[src/rtl/matriz_pkg.sv]
// matriz_pkg: shared constants, FSM states and element indexing for the 5x5 int8 matrix path.
package matriz_pkg;
    localparam int N = 5;
    localparam int W = 8;
    localparam int ELEMS = N * N;
    localparam int MAT_BITS = ELEMS * W;
    typedef enum logic [1:0] {IDLE, RUN, CAPT, DRAIN} state_t;
    function automatic int idx(input int r, input int c);
        return W * (c + N * r);
    endfunction
endpackage

[src/rtl/serializa_resultado.sv]
// serializa_resultado: holds the captured product and streams it out one element per handshake.
module serializa_resultado import matriz_pkg::*; #(
    parameter int N = matriz_pkg::N,
    parameter int W = matriz_pkg::W
) (
    input  logic             clk,
    input  logic             rst_n,
    input  logic             i_capt,
    input  logic             i_drain,
    input  logic [N*N*W-1:0] i_result,
    input  logic             i_ready,
    output logic             o_valid,
    output logic [W-1:0]     o_data,
    output logic             o_last,
    output logic             o_done
);
    localparam int E = N * N;
    localparam int KW = $clog2(E);
    localparam logic [KW-1:0] K_LAST = KW'(E - 1);

    logic [E*W-1:0] r_buf;
    logic [KW-1:0]  r_k;

    assign o_valid = i_drain;
    assign o_last  = i_drain && r_k == K_LAST;
    assign o_data  = i_drain ? r_buf[r_k*W +: W] : '0;
    assign o_done  = o_last && i_ready;

    always_ff @(posedge clk or negedge rst_n)
        if (!rst_n) begin
            r_buf <= '0;
            r_k   <= '0;
        end else if (i_capt) begin
            r_buf <= i_result;
            r_k   <= '0;
        end else if (i_drain && i_ready) begin
            r_k   <= o_last ? '0 : r_k + KW'(1);
        end
endmodule

[src/rtl/carrega_matriz.sv]
// carrega_matriz: loads operands A/B from a byte stream, runs the multiplier for one
// five-row pass, captures the product and streams it back out.
module carrega_matriz import matriz_pkg::*; #(
    parameter int N = matriz_pkg::N,
    parameter int W = matriz_pkg::W
) (
    input  logic             clk,
    input  logic             rst_n,
    input  logic             in_valid,
    output logic             in_ready,
    input  logic             in_sel,
    input  logic [W-1:0]     in_data,
    input  logic             cmd_go,
    output logic             cmd_err,
    output logic             busy,
    output logic [N*N*W-1:0] mat_a,
    output logic [N*N*W-1:0] mat_b,
    output logic             mult_start,
    input  logic [N*N*W-1:0] mult_result,
    output logic             res_valid,
    input  logic             res_ready,
    output logic [W-1:0]     res_data,
    output logic             res_last
);
    localparam int E = N * N;
    localparam int CW = $clog2(E + 1);
    localparam logic [CW-1:0] FULL = CW'(E);
    localparam logic [2:0] RUN_LAST = 3'(N - 1);

    state_t         r_state, w_next;
    logic [CW-1:0]  r_cnt_a, r_cnt_b, w_cnt_sel;
    logic [2:0]     r_run;
    logic [E*W-1:0] r_mat_a, r_mat_b;
    logic           r_cmd_err, w_beat, w_full, w_go, w_done;

    assign w_cnt_sel  = in_sel ? r_cnt_b : r_cnt_a;
    assign in_ready   = r_state == IDLE && w_cnt_sel < FULL;
    assign w_beat     = in_valid && in_ready;
    // go sees the counters before any beat landing in the same cycle
    assign w_full     = r_cnt_a == FULL && r_cnt_b == FULL;
    assign w_go       = r_state == IDLE && cmd_go && w_full;
    assign busy       = r_state != IDLE;
    assign mult_start = r_state == RUN;
    assign cmd_err    = r_cmd_err;
    assign mat_a      = r_mat_a;
    assign mat_b      = r_mat_b;

    always_comb begin
        w_next = r_state;
        case (r_state)
            IDLE:    w_next = w_go ? RUN : IDLE;
            RUN:     w_next = r_run == RUN_LAST ? CAPT : RUN;
            CAPT:    w_next = DRAIN;
            DRAIN:   w_next = w_done ? IDLE : DRAIN;
            default: w_next = IDLE;
        endcase
    end

    always_ff @(posedge clk or negedge rst_n)
        if (!rst_n) begin
            r_state   <= IDLE;
            r_run     <= '0;
            r_cmd_err <= 1'b0;
            r_cnt_a   <= '0;
            r_cnt_b   <= '0;
            r_mat_a   <= '0;
            r_mat_b   <= '0;
        end else begin
            r_state   <= w_next;
            r_run     <= r_state == RUN ? r_run + 3'd1 : 3'd0;
            r_cmd_err <= r_state == IDLE && cmd_go && !w_full;
            if (w_beat && !in_sel) begin
                r_mat_a[w_cnt_sel*W +: W] <= in_data;
                r_cnt_a <= r_cnt_a + CW'(1);
            end
            if (w_beat && in_sel) begin
                r_mat_b[w_cnt_sel*W +: W] <= in_data;
                r_cnt_b <= r_cnt_b + CW'(1);
            end
            // operands stay in place but must be reloaded before the next go
            if (w_done) begin
                r_cnt_a <= '0;
                r_cnt_b <= '0;
            end
        end

    serializa_resultado #(.N(N), .W(W)) u_ser (
        .clk      (clk),
        .rst_n    (rst_n),
        .i_capt   (r_state == CAPT),
        .i_drain  (r_state == DRAIN),
        .i_result (mult_result),
        .i_ready  (res_ready),
        .o_valid  (res_valid),
        .o_data   (res_data),
        .o_last   (res_last),
        .o_done   (w_done)
    );
endmodule

[config.mk]
export PLATFORM = sky130hd
export DESIGN_NAME = carrega_matriz
export DESIGN_NICKNAME = d
export VERILOG_FILES = /design/src/rtl/matriz_pkg.sv /design/src/rtl/serializa_resultado.sv /design/src/rtl/carrega_matriz.sv
export SDC_FILE = /design/constraint.sdc
export NUM_CORES = 1
export LEC_CHECK = 0
export BUFFER_PORTS_ARGS = -buffer_cell sky130_fd_sc_hd__buf_2
export CAP_MARGIN = 15
export CORE_ASPECT_RATIO = 0.6
export CORE_MARGIN = 2
export CORE_UTILIZATION = 30
export DETAILED_ROUTE_END_ITERATION = 6
export GPL_TIMING_DRIVEN = 0
export HOLD_SLACK_MARGIN = 0.03
export SLEW_MARGIN = 20
export SYNTH_ARGS = -nofsm -noshare
export SYNTH_HDL_FRONTEND = slang
export SYNTH_SLANG_ARGS = --single-unit
[constraint.sdc]
create_clock -name clk -period 3 [get_ports clk]
set_input_delay 0.15 -clock clk [delete_from_list [all_inputs] [get_ports clk]]
set_output_delay 0.15 -clock clk [all_outputs]
set_load 0.05 [all_outputs]
==> impl_metrics.ini <==
[run_status]
outcome = completed

[floorplanning]
rows = 84
die_x_um = 388.7
initial_utilization = 0.3036
dieArea_sq_um = 91280
design.core.area_sq_um = 87760
num_io_pins = 628
fp.dieH_um = 234.8

[sta]
fin_crit_ns = 2.963
relSlewSlack = 0.2106
finalSetupViolCount = 0
rsz0062_at_grt = yes
slew_violations = 0
setup_tns_ns = 0
hold_viol_final = 0
post-route-period-util = 0.9877
fin_hold_ws_ns = 0.09690
finalWorstSetupSlack_ns = 0.03676
final.setup_skew_ns = 0.02905
worst_slew_pin_slew_ns = 1.184
clock.fmax_mhz = 337.5

[synth]
yosysTopAreaCell = dfrtp_1
ys.flop_type = dfrtp_1
synth.distinct_cells = 59
synth.net_count = 2257
synth_area_sq_um = 26640
ys_warn_count = 0
synth_edf_count = 0
yosys-top-cells-area = dfrtp_1 58%, mux2_2 18%, o21ai_0 6.7%
synthArstFlopShare = 1.000
ys_seq_area_frac = 0.5833
ys_seq_elements = 621
netlist_instances = 2033
synth_area_per_cell_sq_um = 13.10
synth.top_cell.area_share = 0.5833

[setup_path]
reg2reg_from = r_cnt_a[0]
crit_start = u_ser.r_k[1]
critPathMaxFanout = 5
start_kind = flop
critPathKind = reg -> out
worstSetupEndpointType = primary output
arrival_ns = 2.81
rrSetupSlack_ns = 0.06
worstPathRequired_ns = 2.85

[pwr]
comb_power_share = 0.337
power_frac_seq = 0.372
p_total_mw = 28.58
power_density_nw_per_um2 = 765.6
power.switching_mw = 9.439
switching_share = 0.3302
power.leakage_nw = 18.19
ir_drop_mv = 0.6033
pwr-share-clk = 0.291
power.internal_mw = 19.14

[route]
via_per_inst = 5.108
drt-wirelength-per-cell_um = 24.17
dr.first_iter.drc_count = 1431
dr_total_vias = 21560
wl_um = 102000
ant_nets = 0
route.detailed.drc = 0
dr.pass1.iters = 7

[grt]
grt_use_total = 0.2187
grt_pass1_wl_um = 150000
antenna_found_initial = 9
grt_overflow = 0
grt_pass1_vias = 22300
grt_max_degree = 99

[final_layout]
final_area_sq_um = 37330
drive_above_1_share = 0.4779
final_cell_mix = 635 x buf_2, 618 x dfrtp_1, 424 x mux2_2
fin_nets = 3228
final_cells = 4220
utilization = 0.4254
final_common_cell = buf_2
fill_cells = 8155
syn2layout_area_growth_pct = 40.12

[place]
dp_cells = 3827
dp_slack_ns = -1.026
dpl_cell_area_sq_um = 31500
place.detailed.hpwl_um = 73160
numPortBuffers = 627
place_congestion = 0.8765

[hold_path]
hold_path.class = in -> async

[clock_tree]
clock_path_buffers = 3
insertion_delay_ns = 0.65
path_clk_slew_ns = 0.07
cts-htree-levels = 2
cts_sinks = 621
cts-root-buf = clkbuf_16
cts_buffers = 61
cts_tree = done

[run]
maxCapViolCount = 0
-- registers in the layout, summed over array words and instances (netlist names) --
register,flops
cmd_err,1
mat_a,200
mat_b,200
r_cnt_a,5
r_cnt_b,5
r_run,3
r_state,2
u_ser.r_buf,200
u_ser.r_k,5
-- Yosys cell counts (3+ instances only) --
| cell type | number |
|---|---|
| a2111oi_0 | 16 |
| a21oi_1 | 5 |
| a221oi_1 | 8 |
| and2_0 | 4 |
| and2_1 | 7 |
| and3_1 | 79 |
| buf_1 | 11 |
| buf_2 | 27 |
| buf_6 | 5 |
| clkbuf_1 | 89 |
| dfrtp_1 | 621 |
| ha_1 | 10 |
| inv_1 | 9 |
| mux2_2 | 425 |
| mux2i_1 | 13 |
| mux4_2 | 51 |
| nand2_1 | 117 |
| nand3_1 | 62 |
| nand3b_1 | 4 |
| nand4_1 | 3 |
| nor2_1 | 17 |
| nor2_4 | 6 |
| nor2b_1 | 5 |
| nor3_1 | 9 |
| nor3b_1 | 5 |
| nor3b_2 | 7 |
| nor3b_4 | 7 |
| nor4_1 | 4 |
| nor4_4 | 3 |
| o21ai_0 | 355 |
| o21ai_1 | 9 |
| xor2_1 | 3 |
-- worst max-delay path, cell delays in order (launching register included) --
cell,delay (ns)
dfrtp_1,0.39
buf_12,0.14
buf_12,0.12
mux4_2,0.55
and2_4,0.20
a2111oi_4,0.47
a2111oi_2,0.06
buf_4,0.24
-- layout make-up --
type                       count  area, sq um  share of cell area
buffer                       128        788.3             0.02112
tap                         1161         1453             0.03891
multi-input combinational   1268        11100              0.2973
sequential                   621        15540              0.4164
clock inverter                28        389.1             0.01042
inverter                      12        50.05            0.001341
antenna                        8        20.02           0.0005363
clock buffer                  82         1738             0.04655
timing repair buffer         912         6251              0.1674
-- path summary, 6_finish.rpt --
kind,end,depth (start not counted)
min in group clk,r_cnt_a[3],6
max,res_data[4],7
max reg2reg,mat_a[54],10
min reg2reg,r_run[0],1
min,mat_a[100],2
max in group asynchronous,mat_a[17],5
-- timing repair --
item                                    in CTS  in global routing
hold buffers                               212                  0
endpoints found under the hold margin      323                  0
buffers inserted                            44                 22
cloned                                       1                  1
pin swaps                                   28                 22
endpoints found under the setup margin     409                329
gates resized for setup                    150                 83
-- layer usage --
metal  GRT usage  vias up  wire, um
met3     0.05876      177      7882
met5           0        -         0
li1            -     9415         -
met2      0.3231      818     44750
met4     0.06933        0      3156
met1      0.3112    11150     46200
-- kinds of logic (layout without fill, tap and decap cells) --
family,count (synthesis),after routing,share of synthesized area
buffers and inverters,144,1162,0.02297
other,0,8,0
flip-flops,621,621,0.5833
AO/OA/AOI/OAI,409,409,0.08247
multiplexers,490,490,0.2286
XOR/XNOR,5,5,0.001644
AND/OR/NAND/NOR,354,354,0.07632
adder cells (fa/ha/maj),10,10,0.004696
-- power by group through the flow --
stage / Sequential [mW] / Combinational (mW) / Clock, mW
CTS: 10.6 / 9.21 / 8.52
floorplan: 10.5 / 5.59 / 0
detailed placement: 10.7 / 8.10 / 0
global route: 10.8 / 10.2 / 8.89
finish: 10.6 / 9.63 / 8.32
global placement: 10.7 / 7.94 / 0
(Power assumes the default switching activity.)
